File: src/rtl/regfile_wb_scoreboard.sv
// -----------------------------------------------------------------------------
// regfile_wb_scoreboard
//
// Register file for the datapath: 32 registers of DATA_W bits, fed by the
// 5-bit write-register-select mux.  It also holds a per-register pending-write
// scoreboard so that decode can stall on operands that are not yet written.
//
// Register 0 is hard-wired to zero.  Writes to it are dropped, and it is never
// marked pending.
//
// Ports:
//   clk        rising-edge clock
//   reset_n    synchronous active-low reset; clears registers and scoreboard
//   rs_addr    read port A address
//   rt_addr    read port B address
//   rs_data    read port A data (combinational, with writeback bypass)
//   rt_data    read port B data (combinational, with writeback bypass)
//   wr_en      writeback commit strobe
//   wr_addr    writeback destination register
//   wr_data    writeback value
//   issue_en   an instruction with a destination issued this cycle
//   issue_addr destination of the issued instruction
//   rs_busy    port A register has an outstanding write
//   rt_busy    port B register has an outstanding write
//   stall      rs_busy | rt_busy
// -----------------------------------------------------------------------------
module regfile_wb_scoreboard #(
  parameter int DATA_W = 32,
  parameter int NREGS  = 32
) (
  input  logic              clk,
  input  logic              reset_n,
  input  logic [4:0]        rs_addr,
  input  logic [4:0]        rt_addr,
  output logic [DATA_W-1:0] rs_data,
  output logic [DATA_W-1:0] rt_data,
  input  logic              wr_en,
  input  logic [4:0]        wr_addr,
  input  logic [DATA_W-1:0] wr_data,
  input  logic              issue_en,
  input  logic [4:0]        issue_addr,
  output logic              rs_busy,
  output logic              rt_busy,
  output logic              stall
);

  logic [DATA_W-1:0] regs_r [NREGS];
  logic [NREGS-1:0]  pending_r;
  logic [NREGS-1:0]  pending_nxt_s;
  logic              wr_live_s;
  logic              issue_live_s;

  // Read value for one port: zero for r0, otherwise the bypassed writeback
  // value when it targets this address, otherwise the stored register.
  function automatic logic [DATA_W-1:0] read_port(
    input logic [4:0]        addr,
    input logic              wr_live,
    input logic [4:0]        waddr,
    input logic [DATA_W-1:0] wdata,
    input logic [DATA_W-1:0] stored
  );
    logic [DATA_W-1:0] val;
    if (addr == 5'd0) begin
      val = {DATA_W{1'b0}};
    end else if (wr_live && (waddr == addr)) begin
      val = wdata;
    end else begin
      val = stored;
    end
    return val;
  endfunction

  // Busy for one port.  An operand being written back this cycle is not busy,
  // because the bypass supplies it.
  function automatic logic busy_port(
    input logic [4:0] addr,
    input logic       pend,
    input logic       wr_live,
    input logic [4:0] waddr
  );
    logic b;
    if (addr == 5'd0) begin
      b = 1'b0;
    end else if (wr_live && (waddr == addr)) begin
      b = 1'b0;
    end else begin
      b = pend;
    end
    return b;
  endfunction

  // Qualified strobes: activity aimed at r0 is discarded.
  always_comb begin
    wr_live_s    = wr_en && (wr_addr != 5'd0);
    issue_live_s = issue_en && (issue_addr != 5'd0);
  end

  // Next scoreboard state.  The clear is applied first and the set second, so
  // a new producer issued in the retiring producer's cycle keeps the register
  // pending.
  always_comb begin
    pending_nxt_s = pending_r;
    if (wr_live_s) begin
      pending_nxt_s[wr_addr] = 1'b0;
    end else begin
      pending_nxt_s = pending_nxt_s;
    end
    if (issue_live_s) begin
      pending_nxt_s[issue_addr] = 1'b1;
    end else begin
      pending_nxt_s = pending_nxt_s;
    end
  end

  // Register array: clear on reset, commit writeback one cycle after wr_en.
  always_ff @(posedge clk) begin
    if (!reset_n) begin
      for (int i = 0; i < NREGS; i++) begin
        regs_r[i] <= {DATA_W{1'b0}};
      end
    end else if (wr_live_s) begin
      regs_r[wr_addr] <= wr_data;
    end
  end

  // Scoreboard register.
  always_ff @(posedge clk) begin
    if (!reset_n) begin
      pending_r <= {NREGS{1'b0}};
    end else begin
      pending_r <= pending_nxt_s;
    end
  end

  // Combinational read ports and hazard outputs.
  always_comb begin
    rs_data = read_port(rs_addr, wr_en, wr_addr, wr_data, regs_r[rs_addr]);
    rt_data = read_port(rt_addr, wr_en, wr_addr, wr_data, regs_r[rt_addr]);
    rs_busy = busy_port(rs_addr, pending_r[rs_addr], wr_en, wr_addr);
    rt_busy = busy_port(rt_addr, pending_r[rt_addr], wr_en, wr_addr);
    stall   = rs_busy | rt_busy;
  end

endmodule

File: config.mk
export PLATFORM = sky130hd
export DESIGN_NAME = regfile_wb_scoreboard
export DESIGN_NICKNAME = d
export VERILOG_FILES = /design/src/rtl/regfile_wb_scoreboard.sv
export SDC_FILE = /design/constraint.sdc
export NUM_CORES = 2
export LEC_CHECK = 0
export ABC_CLOCK_PERIOD_IN_PS = 5700
export CAP_MARGIN = 20
export CORE_MARGIN = 3
export CORE_UTILIZATION = 35
export DETAILED_ROUTE_END_ITERATION = 7
export PLACE_DENSITY = 0.52
export REMOVE_ABC_BUFFERS = 1
export SYNTH_ARGS = -nofsm -noshare
export SYNTH_HDL_FRONTEND = slang
export SYNTH_SLANG_ARGS = --single-unit
export TNS_END_PERCENT = 100
File: constraint.sdc
create_clock -name clk -period 5.7 [get_ports clk]
set_clock_uncertainty 0.2 [all_clocks]
set_input_delay 1.425 -clock clk [delete_from_list [all_inputs] [get_ports clk]]
set_output_delay 1.425 -clock clk [all_outputs]
set_load 0.02 [all_outputs]
==> results.sh <==
export IMPL_hold_viol=0
export IMPL_path_max_fanout=9
export IMPL_worstMarginPinSlew_ps=978
export IMPL_layout_min_cycle_time_ps=5660
export IMPL_swShare_pct=26.3
export IMPL_fin_util_pct=42.2
export IMPL_grt_pass1_wl_um=309000
export IMPL_via_per_inst=5.93
export IMPL_ys_seq_area_share_pct=55.3
export IMPL_hold_path_cell_count=2
export IMPL_cts_buffers=116
export IMPL_synth_top_cell_area_share_pct=54.2
export IMPL_die_w_um=409
export IMPL_comb_power_share_pct=15.1
export IMPL_wirelength_um=222000
export IMPL_grt_pass1_vias=38300
export IMPL_critical_path_depth=9
export IMPL_syn_area_um2=56700
export IMPL_ys_types=55
export IMPL_mostFrequentLayoutCells="edfxtp_1 (1,024), and2_1 (997), mux4_2 (442)"
export IMPL_path_delay_family="simple AND/OR/NAND/NOR gates"
export IMPL_syn_area_per_cell_um2=14.5
export IMPL_synth_cells=3924
export IMPL_power_total_uw=19500
export IMPL_p_leak_uw=0.0237
export IMPL_start_util_pct=35.3
export IMPL_drv_cap=0
export IMPL_synth_edf_count=1024
export IMPL_worst_ep_required_time_ps=4070
export IMPL_setup_violations=0
export IMPL_place_hpwl_um=145000
export IMPL_post_route_period_util_pct=99.2
export IMPL_cp_cell_sequence="clkdlybuf4s50_1, xor2_1, nor4_2, and3_1, buf_12, buf_4, nor3_1, nor3_1, buf_4"
export IMPL_slew_viol_final=0
export IMPL_synth_flop_cell="edfxtp_1"
export IMPL_path_clk_slew_ps=60
export IMPL_clock_latency_ps=720
export IMPL_maxSlewHeadroom_pct=34.6
export IMPL_power_density_nw_per_um2=287
export IMPL_fmax_mhz=177
export IMPL_cts_hold_buf=0
export IMPL_core_um2=161000
export IMPL_reg2reg_depth=2
export IMPL_whs_ps=288
export IMPL_status="finished, final reports clean"
export IMPL_port_buffers=122
export IMPL_grt_max_degree=46
export IMPL_antenna_found_initial=10
export IMPL_route_vias_total=38600
export IMPL_yosysWarnings=0
export IMPL_startpoint_type="primary input"
export IMPL_cts_tree="yes"
export IMPL_cp_slowest_cell="nor3_1"
export IMPL_critPathBufInv=4
export IMPL_clkPwrFrac_pct=37.9
export IMPL_tns_ps=0
export IMPL_ir_drop_v=0.000223
export IMPL_p_sw_uw=5130
export IMPL_drc=0
export IMPL_dr_pass1_iters=5
export IMPL_ys_top_cells_by_area="edfxtp_1 (54%), mux4_2 (18%), and2_1 (11%)"
export IMPL_p_seq_share_pct=47.0
export IMPL_cts_htree_levels=3
export IMPL_hold_class="reg -> reg"
export IMPL_synth_area_leader_cell="edfxtp_1"
export IMPL_rsz0062_at_grt="true"
export IMPL_cts_root_buf="clkbuf_16"
export IMPL_nets=4301
export IMPL_pin_count=123
export IMPL_cts_sinks=1056
export IMPL_syn_to_final_growth_pct=19.6
export IMPL_clock_path_buffers=3
export IMPL_routabilityCongestion=0.880
export IMPL_drive_above_1_share_pct=28.9
export IMPL_wl_per_cell_um=34.1
export IMPL_critPathKind="in -> out"
export IMPL_ys_seq_elements=1056
export IMPL_slowest_delay_ps=630
export IMPL_p_int_uw=14400
export IMPL_fp_dieArea_um2=167000
export IMPL_grt_use_total_pct=26.3
export IMPL_arrival_ps=4030
export IMPL_ant_nets=0
export IMPL_drt_iter0_drc=4858
export IMPL_die_y_um=409
export IMPL_row_count=147
export IMPL_overflow=0
export IMPL_ys_async_sr_fraction_pct=0
export IMPL_mostFrequentLayoutCell="edfxtp_1"
export IMPL_cp_end_kind="output port"
[what timing repair did]
action / in CTS / in global routing
endpoints found under the setup margin: 27 / 28
buffers inserted: 7 / 0
resized for setup: 26 / 36
hold endpoints to repair: 0 / 0
pin swaps: 1 / 0
[cells by family after synthesis]
family / count (synthesis) / synth area share, %
buffers and inverters: 455 / 3.83
AND/OR/NAND/NOR: 1294 / 13.6
multiplexers: 645 / 21.2
XOR/XNOR: 10 / 0.154
other: 1 / 0.00661
AO/OA/AOI/OAI: 463 / 5.88
flip-flops: 1056 / 55.3
[worst register-to-register path: cells and delay by family (launching register included)]
kind | cells | cell delay [ps]
DFF | 1 | 380
buffers and inverters | 1 | 50
AOI/OAI and AO/OA | 1 | 150
[cell usage after synthesis (all sizes together), types with 10 or more instances]
library cell  instances
o21ai                67
buf                 148
o211ai               31
nand3                45
mux2i               171
o22ai               112
and2                997
mux4                442
a211oi               28
clkbuf              270
a22oi                88
nand3b               10
o221ai               12
a221o                16
edfxtp             1024
nand2                38
nor2b                21
nor2                 93
a2111oi              31
inv                  37
nor4                 15
nor3                 47
dfxtp                32
mux2                 32
a22o                 26
a221oi               31
[cell type report]
| class | count | area [um2] |
|---|---|---|
| fillers | 14600 | 92900 |
| flip-flops and latches | 1056 | 31400 |
| multi-input cells | 2444 | 24100 |
| repair buffers | 590 | 5850 |
| clock buffers | 150 | 3180 |
| well taps | 2160 | 2700 |
| clock inverters | 66 | 472 |
| inverters | 37 | 139 |
| diodes | 3 | 7.51 |
[through the flow]
stage          instance area, um2  std cells  setup slack, ps
2_1_floorplan               54800       3537              223
3_3_place_gp                63900       6278             -557
3_5_place_dp                63900       6280             -402
4_1_cts                     67700       6503             3.28
5_1_grt                     67800       6503            -4.67
6_report                    67800       6506             43.0
[sequential cells by signal, indices dropped and copies added (netlist names)]
name       cells
pending_r     32
regs_r      1024
[path summary, 6_finish.rpt]
check                                endpoint          start  slack [ps]
worst max-delay path              rs_data[16]     wr_addr[2]          40
worst min register to register  pending_r[29]  pending_r[29]         290
worst min-delay path            pending_r[29]  pending_r[29]         290
worst max register to register  pending_r[10]  pending_r[10]        4830
[power by group through the flow]
stage               clock [uW]  sequential, uW  combinational, uW
floorplan                    0            9250               1240
global placement             0            9290               2900
detailed placement           0            9310               2900
CTS                       7480            9150               2920
global route              7770            9200               3050
finish                    7390            9160               2950
[layer usage]
layer / share of wire (%) / vias to the layer above / GRT usage (%)
met4: 4.0 / 6 / 10.1
met5: 0.087 / - / 0.718
li1: - / 15800 / -
met3: 9.0 / 384 / 4.58
met1: 41 / 20300 / 36.7
met2: 46 / 2094 / 40.8
Note: power is estimated with default switching activity, not from simulation.
